<file path="config.mk">
export PLATFORM = sky130hd
export DESIGN_NAME = nco_config_sequencer
export DESIGN_NICKNAME = d
export VERILOG_FILES = /design/src/rtl/nco_config_sequencer.sv
export SDC_FILE = /design/constraint.sdc
export NUM_CORES = 1
export LEC_CHECK = 0
export CORE_ASPECT_RATIO = 1.4
export CORE_MARGIN = 1
export CORE_UTILIZATION = 54
export CTS_CLUSTER_SIZE = 40
export DETAILED_ROUTE_END_ITERATION = 10
export DONT_BUFFER_PORTS = 1
export PLACE_DENSITY = 0.72
export REMOVE_ABC_BUFFERS = 1
export SETUP_SLACK_MARGIN = 0.1
export SYNTH_ARGS = -nofsm -noshare
export SYNTH_HDL_FRONTEND = slang
export SYNTH_SLANG_ARGS = --single-unit
</file>
<file path="constraint.sdc">
create_clock -name clk_1MHz -period 4.41 [get_ports clk_1MHz]
set_input_delay 0.882 -clock clk_1MHz [delete_from_list [all_inputs] [get_ports clk_1MHz]]
set_output_delay 0.882 -clock clk_1MHz [all_outputs]
set_load 0.1 [all_outputs]
</file>
<file path="src/rtl/nco_config_sequencer.sv">
// NCO configuration sequencer: latches UI selections at state commits and glides
// the phase increment toward the committed frequency target.
module nco_config_sequencer #(
  parameter int PHASE_W   = 24,
  parameter int BASE_INC  = 1678,
  parameter int STEP      = 64,
  parameter int GLIDE_DIV = 10
) (
  input  logic               clk_1MHz,
  input  logic               rst,
  input  logic [2:0]         state_in,
  input  logic [1:0]         sw_wave,
  input  logic [3:0]         sw_freq,
  output logic [1:0]         wave_sel,
  output logic [PHASE_W-1:0] phase_inc,
  output logic               cfg_valid,
  output logic               cfg_strobe,
  output logic               out_en,
  output logic [1:0]         disp_mode,
  output logic               state_err
);

  localparam int                 DIV_W    = (GLIDE_DIV > 1) ? $clog2(GLIDE_DIV) : 1;
  localparam logic [DIV_W-1:0]   DIV_LAST = DIV_W'(GLIDE_DIV - 1);
  localparam logic [PHASE_W-1:0] STEP_V   = PHASE_W'(STEP);
  localparam logic [PHASE_W+4:0] BASE_V   = (PHASE_W+5)'(BASE_INC);

  typedef enum logic [1:0] {
    G_IDLE = 2'd0,
    G_RAMP = 2'd1,
    G_DONE = 2'd2
  } glide_t;

  logic [2:0]         state_r;
  logic [2:0]         state_d_r;
  logic [1:0]         wave_r;
  logic [3:0]         freq_r;
  logic               wave_commit_r;
  logic               freq_commit_r;
  logic               zero_entry_r;
  logic [PHASE_W-1:0] target_r;
  logic [DIV_W-1:0]   div_r;
  glide_t             glide_r;
  logic [PHASE_W-1:0] next_inc_s;

  // Product is formed 5 bits wider so an oversized BASE_INC saturates instead of wrapping.
  function automatic logic [PHASE_W-1:0] sat_target(input logic [3:0] idx);
    logic [PHASE_W+4:0] prod;
    logic [PHASE_W-1:0] res;
    prod = BASE_V * {{PHASE_W{1'b0}}, ({1'b0, idx} + 5'd1)};
    if (|prod[PHASE_W+4:PHASE_W]) res = {PHASE_W{1'b1}};
    else                          res = prod[PHASE_W-1:0];
    return res;
  endfunction

  function automatic logic [PHASE_W-1:0] step_toward(input logic [PHASE_W-1:0] cur,
                                                     input logic [PHASE_W-1:0] tgt);
    logic [PHASE_W-1:0] res;
    if (cur < tgt)      res = ((tgt - cur) <= STEP_V) ? tgt : cur + STEP_V;
    else if (cur > tgt) res = ((cur - tgt) <= STEP_V) ? tgt : cur - STEP_V;
    else                res = tgt;
    return res;
  endfunction

  // Next glide value, clamped so a step never overshoots the target.
  always_comb begin
    next_inc_s = step_toward(phase_inc, target_r);
  end

  // Input registration and commit/clear edge detection (detections are registered).
  always_ff @(posedge clk_1MHz or posedge rst) begin
    if (rst) begin
      state_r       <= 3'd0;
      state_d_r     <= 3'd0;
      wave_r        <= 2'd0;
      freq_r        <= 4'd0;
      wave_commit_r <= 1'b0;
      freq_commit_r <= 1'b0;
      zero_entry_r  <= 1'b0;
    end else begin
      state_r       <= state_in;
      state_d_r     <= state_r;
      wave_r        <= sw_wave;
      freq_r        <= sw_freq;
      wave_commit_r <= (state_d_r == 3'd1) && (state_r == 3'd2);
      freq_commit_r <= (state_d_r == 3'd3) && (state_r == 3'd4);
      zero_entry_r  <= (state_d_r != 3'd0) && (state_r == 3'd0);
    end
  end

  // Committed configuration and glide FSM; returning to state 0 wins over any commit.
  always_ff @(posedge clk_1MHz or posedge rst) begin
    if (rst) begin
      wave_sel   <= 2'd0;
      target_r   <= {PHASE_W{1'b0}};
      phase_inc  <= {PHASE_W{1'b0}};
      cfg_strobe <= 1'b0;
      div_r      <= {DIV_W{1'b0}};
      glide_r    <= G_IDLE;
    end else if (zero_entry_r) begin
      wave_sel   <= 2'd0;
      target_r   <= {PHASE_W{1'b0}};
      phase_inc  <= {PHASE_W{1'b0}};
      cfg_strobe <= 1'b0;
      div_r      <= {DIV_W{1'b0}};
      glide_r    <= G_IDLE;
    end else begin
      if (wave_commit_r) wave_sel <= wave_r;
      if (freq_commit_r) target_r <= sat_target(freq_r);
      cfg_strobe <= 1'b0;
      case (glide_r)
        G_IDLE: begin
          if (phase_inc != target_r) begin
            glide_r <= G_RAMP;
            div_r   <= {DIV_W{1'b0}};
          end
        end
        G_RAMP: begin
          if (div_r == DIV_LAST) begin
            div_r     <= {DIV_W{1'b0}};
            phase_inc <= next_inc_s;
            if (next_inc_s == target_r) begin
              glide_r    <= G_DONE;
              cfg_strobe <= 1'b1;
            end
          end else begin
            div_r <= div_r + DIV_W'(1);
          end
        end
        G_DONE:  glide_r <= G_IDLE;
        default: glide_r <= G_IDLE;
      endcase
    end
  end

  // Display mode, output enable and sticky illegal-code flag; codes 6/7 hold outputs.
  always_ff @(posedge clk_1MHz or posedge rst) begin
    if (rst) begin
      out_en    <= 1'b0;
      disp_mode <= 2'd0;
      state_err <= 1'b0;
    end else begin
      state_err <= state_err | (state_r[2:1] == 2'b11);
      case (state_r)
        3'd0: begin disp_mode <= 2'd0; out_en <= 1'b0; end
        3'd1: begin disp_mode <= 2'd1; out_en <= 1'b0; end
        3'd2, 3'd3: begin disp_mode <= 2'd2; out_en <= 1'b0; end
        3'd4, 3'd5: begin disp_mode <= 2'd3; out_en <= (phase_inc != {PHASE_W{1'b0}}); end
        default: begin disp_mode <= disp_mode; out_en <= out_en; end
      endcase
    end
  end

  assign cfg_valid = (glide_r != G_RAMP) && (phase_inc == target_r) &&
                     (target_r != {PHASE_W{1'b0}});

endmodule

</file>
==> impl_metrics.env <==
export IMPL_status="finished clean"
export IMPL_start_kind="flip-flop"
export IMPL_synth_compound_area_frac=0.252
export IMPL_grt_pass1_vias=6881
export IMPL_grt_usage=0.365
export IMPL_setup_viol=0
export IMPL_yosys_warnings=0
export IMPL_ys_ff_latch=67
export IMPL_pre_cts_ws_ns=-0.187
export IMPL_fmax_mhz=238
export IMPL_final_cells=1064
export IMPL_synth_adder_area_share=0.146
export IMPL_rrSetupSlack_ns=0.21
export IMPL_diodes=0
export IMPL_yosys_most_used_dff="dfrtp_1"
export IMPL_fin_tns_setup_ns=0
export IMPL_gr_usage_met1=0.413
export IMPL_cts_buffers=9
export IMPL_grtUsageMet2=0.605
export IMPL_worstSkewPairLatency_ns=0.34
export IMPL_dieArea_um2=13000
export IMPL_synth_area_per_cell_um2=8.12
export IMPL_finalCritPeriodShare=0.952
export IMPL_end_kind="flip-flop"
export IMPL_crit_top_cell="ha_4"
export IMPL_period_needed_ns=4.20
export IMPL_slowest_stage="fa_1"
export IMPL_drv_cap=0
export IMPL_worst_slew_pin_slew_ns=1.00
export IMPL_clockBufferDepth=2
export IMPL_wl_um=23100
export IMPL_synthSimpleGateAreaFrac=0.204
export IMPL_htree_num_levels=3
export IMPL_core_um2=12300
export IMPL_synth_top_family_by_area="compound AO/OA/AOI/OAI gates"
export IMPL_drtAntennaViolNets=0
export IMPL_hold_viol=0
export IMPL_holdWs_ns=0.423
export IMPL_remaining_drc_errors=0
export IMPL_placed_cells=1041
export IMPL_synth_distinct_cells=81
export IMPL_hpwl_um=18000
export IMPL_synth_area_um2=6760
export IMPL_die_width_um=96.6
export IMPL_core_rowCount=48
export IMPL_clk_pin_slew_worst_paths_ns=0.06
export IMPL_antenna_found_initial=0
export IMPL_areaGrowthSynthToFinish_pct=21.1
export IMPL_crit_path_max_incr_delay_ns=0.48
export IMPL_firstDrtPassIters=5
export IMPL_synth_edf_count=0
export IMPL_yosysSeqAreaShare=0.248
export IMPL_setup_ws_ns=0.210
export IMPL_routedWlPerCell_um=21.7
export IMPL_regToRegEndpoint="target_r[14]"
export IMPL_initial_core_util=0.552
export IMPL_vias=7016
export IMPL_use_met3=0.0754
export IMPL_fin_worst_skew_ns=0.00971
export IMPL_hold_path_class="flip-flop to flip-flop"
export IMPL_cp_startpoint="freq_r[1]"
export IMPL_cts_sinks=67
export IMPL_synth_mux_area_fraction=0.0192
export IMPL_synth_cells=833
export IMPL_critical_path_required_ns=4.60
export IMPL_slew_violations=0
export IMPL_synth_xor_area_frac=0.0699
export IMPL_relSlewSlack=0.325
export IMPL_path_max_fanout=3
export IMPL_via_per_inst=6.59
export IMPL_grt_overflow=0
export IMPL_drtIter0Drc=407
export IMPL_cp_arrival_ns=4.39
export IMPL_crit_type="flip-flop to flip-flop"
export IMPL_io_buffers=0
export IMPL_cp_endpoint="target_r[14]"
export IMPL_grt_max_degree=38
export IMPL_cts_root_buffer="clkbuf_16"
export IMPL_fin_nets=996
export IMPL_reg2regPathDepth=18
export IMPL_worstReg2RegStart="freq_r[1]"
export IMPL_io_pins=43
export IMPL_gp_congestion=1.04
export IMPL_rsz0062_at_grt="false"
export IMPL_grt_pass1_wl_um=35400
export IMPL_cts_tree="yes"
export IMPL_synthArstFlopShare=1.00
export IMPL_die_h_um=134
export IMPL_busiest_layer="met2"
export IMPL_hold_buffers=0
export IMPL_drive_gt1_frac=0.196
export IMPL_worstPathCellList="ha_4 -> xor2_4 -> inv_1 -> fa_1 -> inv_1 -> ha_1 -> ha_4 -> ha_4 -> a21oi_2 -> o21ai_0 -> a21oi_1 -> o21ai_0 -> a21oi_1 -> o21ai_1 -> a2111o_1 -> o311a_1 -> mux2i_1 -> o31ai_1"
## cell usage after synthesis, types with 11 or more instances
cell / n / area (um2)
mux2i_1: 13 / 130
dfrtp_1: 67 / 1680
xnor2_1: 44 / 385
a21oi_1: 53 / 265
nand2_1: 54 / 203
inv_1: 60 / 225
a221oi_1: 11 / 96.3
nor4_1: 18 / 113
clkbuf_1: 29 / 109
nand4_1: 17 / 106
nor3_1: 27 / 135
nor2_1: 68 / 255
nand3_1: 17 / 85.1
o211ai_1: 11 / 82.6
a211oi_1: 12 / 90.1
o21ai_0: 61 / 305
ha_1: 71 / 888
a21o_1: 14 / 105
## state kept, by name, summed over array words and instances (netlist names), 2 cells and up
| register | count |
|---|---|
| state_d_r | 3 |
| state_r | 3 |
| wave_r | 2 |
| wave_sel | 2 |
| target_r | 15 |
| div_r | 4 |
| glide_r | 2 |
| phase_inc | 24 |
| disp_mode | 2 |
| freq_r | 4 |
## critical path, delay by kind of cell (launching register included)
family	cells	cell delay, ns
flip-flops	1	0.43
buffers and inverters	2	0.15
AO/OA/AOI/OAI	9	1.57
XOR/XNOR	1	0.21
adder cells (fa/ha/maj)	5	1.53
multiplexers	1	0.16
## kinds of logic (layout without fill, tap and decap cells)
logic type               Yosys count  after routing
adder cells (fa/ha/maj)           76             76
AND/OR/NAND/NOR                  268            268
flip-flops                        67             67
buffers and inverters            101            182
multiplexers                      13             13
XOR/XNOR                          54             54
AO/OA/AOI/OAI                    254            254
## final cells by class
cell class,count,area (um2)
timing repair buffer,105,837
tap,150,188
clock inverter,7,82.6
clock buffer,9,225
sequential,67,1680
inverter,61,229
multi-input combinational,665,4950
fill,1042,4070
## stage by stage
stage	area (um2)	util
6_report	8190	0.668
5_1_grt	8190	0.668
4_1_cts	7940	0.648
3_5_place_dp	7570	0.618
2_1_floorplan	6580	-
3_3_place_gp	7570	0.618
## worst min-delay path by stage
stage,startpoint,end,slack (ns),depth (start not counted)
detailed placement,state_r[0],state_d_r[0],0.40,0
global placement,state_r[0],state_d_r[0],0.39,0
finish,state_r[0],state_d_r[0],0.42,0
global route,state_r[0],state_d_r[0],0.43,0
CTS,state_r[0],state_d_r[0],0.42,0
floorplan,state_r[0],state_d_r[0],0.38,0
## layer usage
layer / part of all wire / vias to the layer above
li1: - / 3215
met1: 0.37 / 3357
met2: 0.50 / 333
met3: 0.064 / 111
met4: 0.067 / 0
met5: 0 / -
## what timing repair did
item | 4_1_cts | 5_1_grt
gates cloned | 0 | 0
setup buffers | 0 | 7
pin swaps | 1 | 18
resized for setup | 12 | 49
setup endpoints to repair | 20 | 30
## placed cells by master (no fill, tap or decap), drive strengths merged, types with 13 or more instances in the layout
cell type / instances
nand3: 17
xnor2: 44
a21o: 14
mux2i: 13
o21ai: 64
nand2: 54
nor2: 68
nor4: 18
ha: 71
nor3: 27
buf: 105
inv: 65
a21oi: 53
dfrtp: 67
nand4: 17
Power is left out: the tool's default activity adds up to more than one toggle a clock period on the data nets, which glitch-free logic cannot reach.
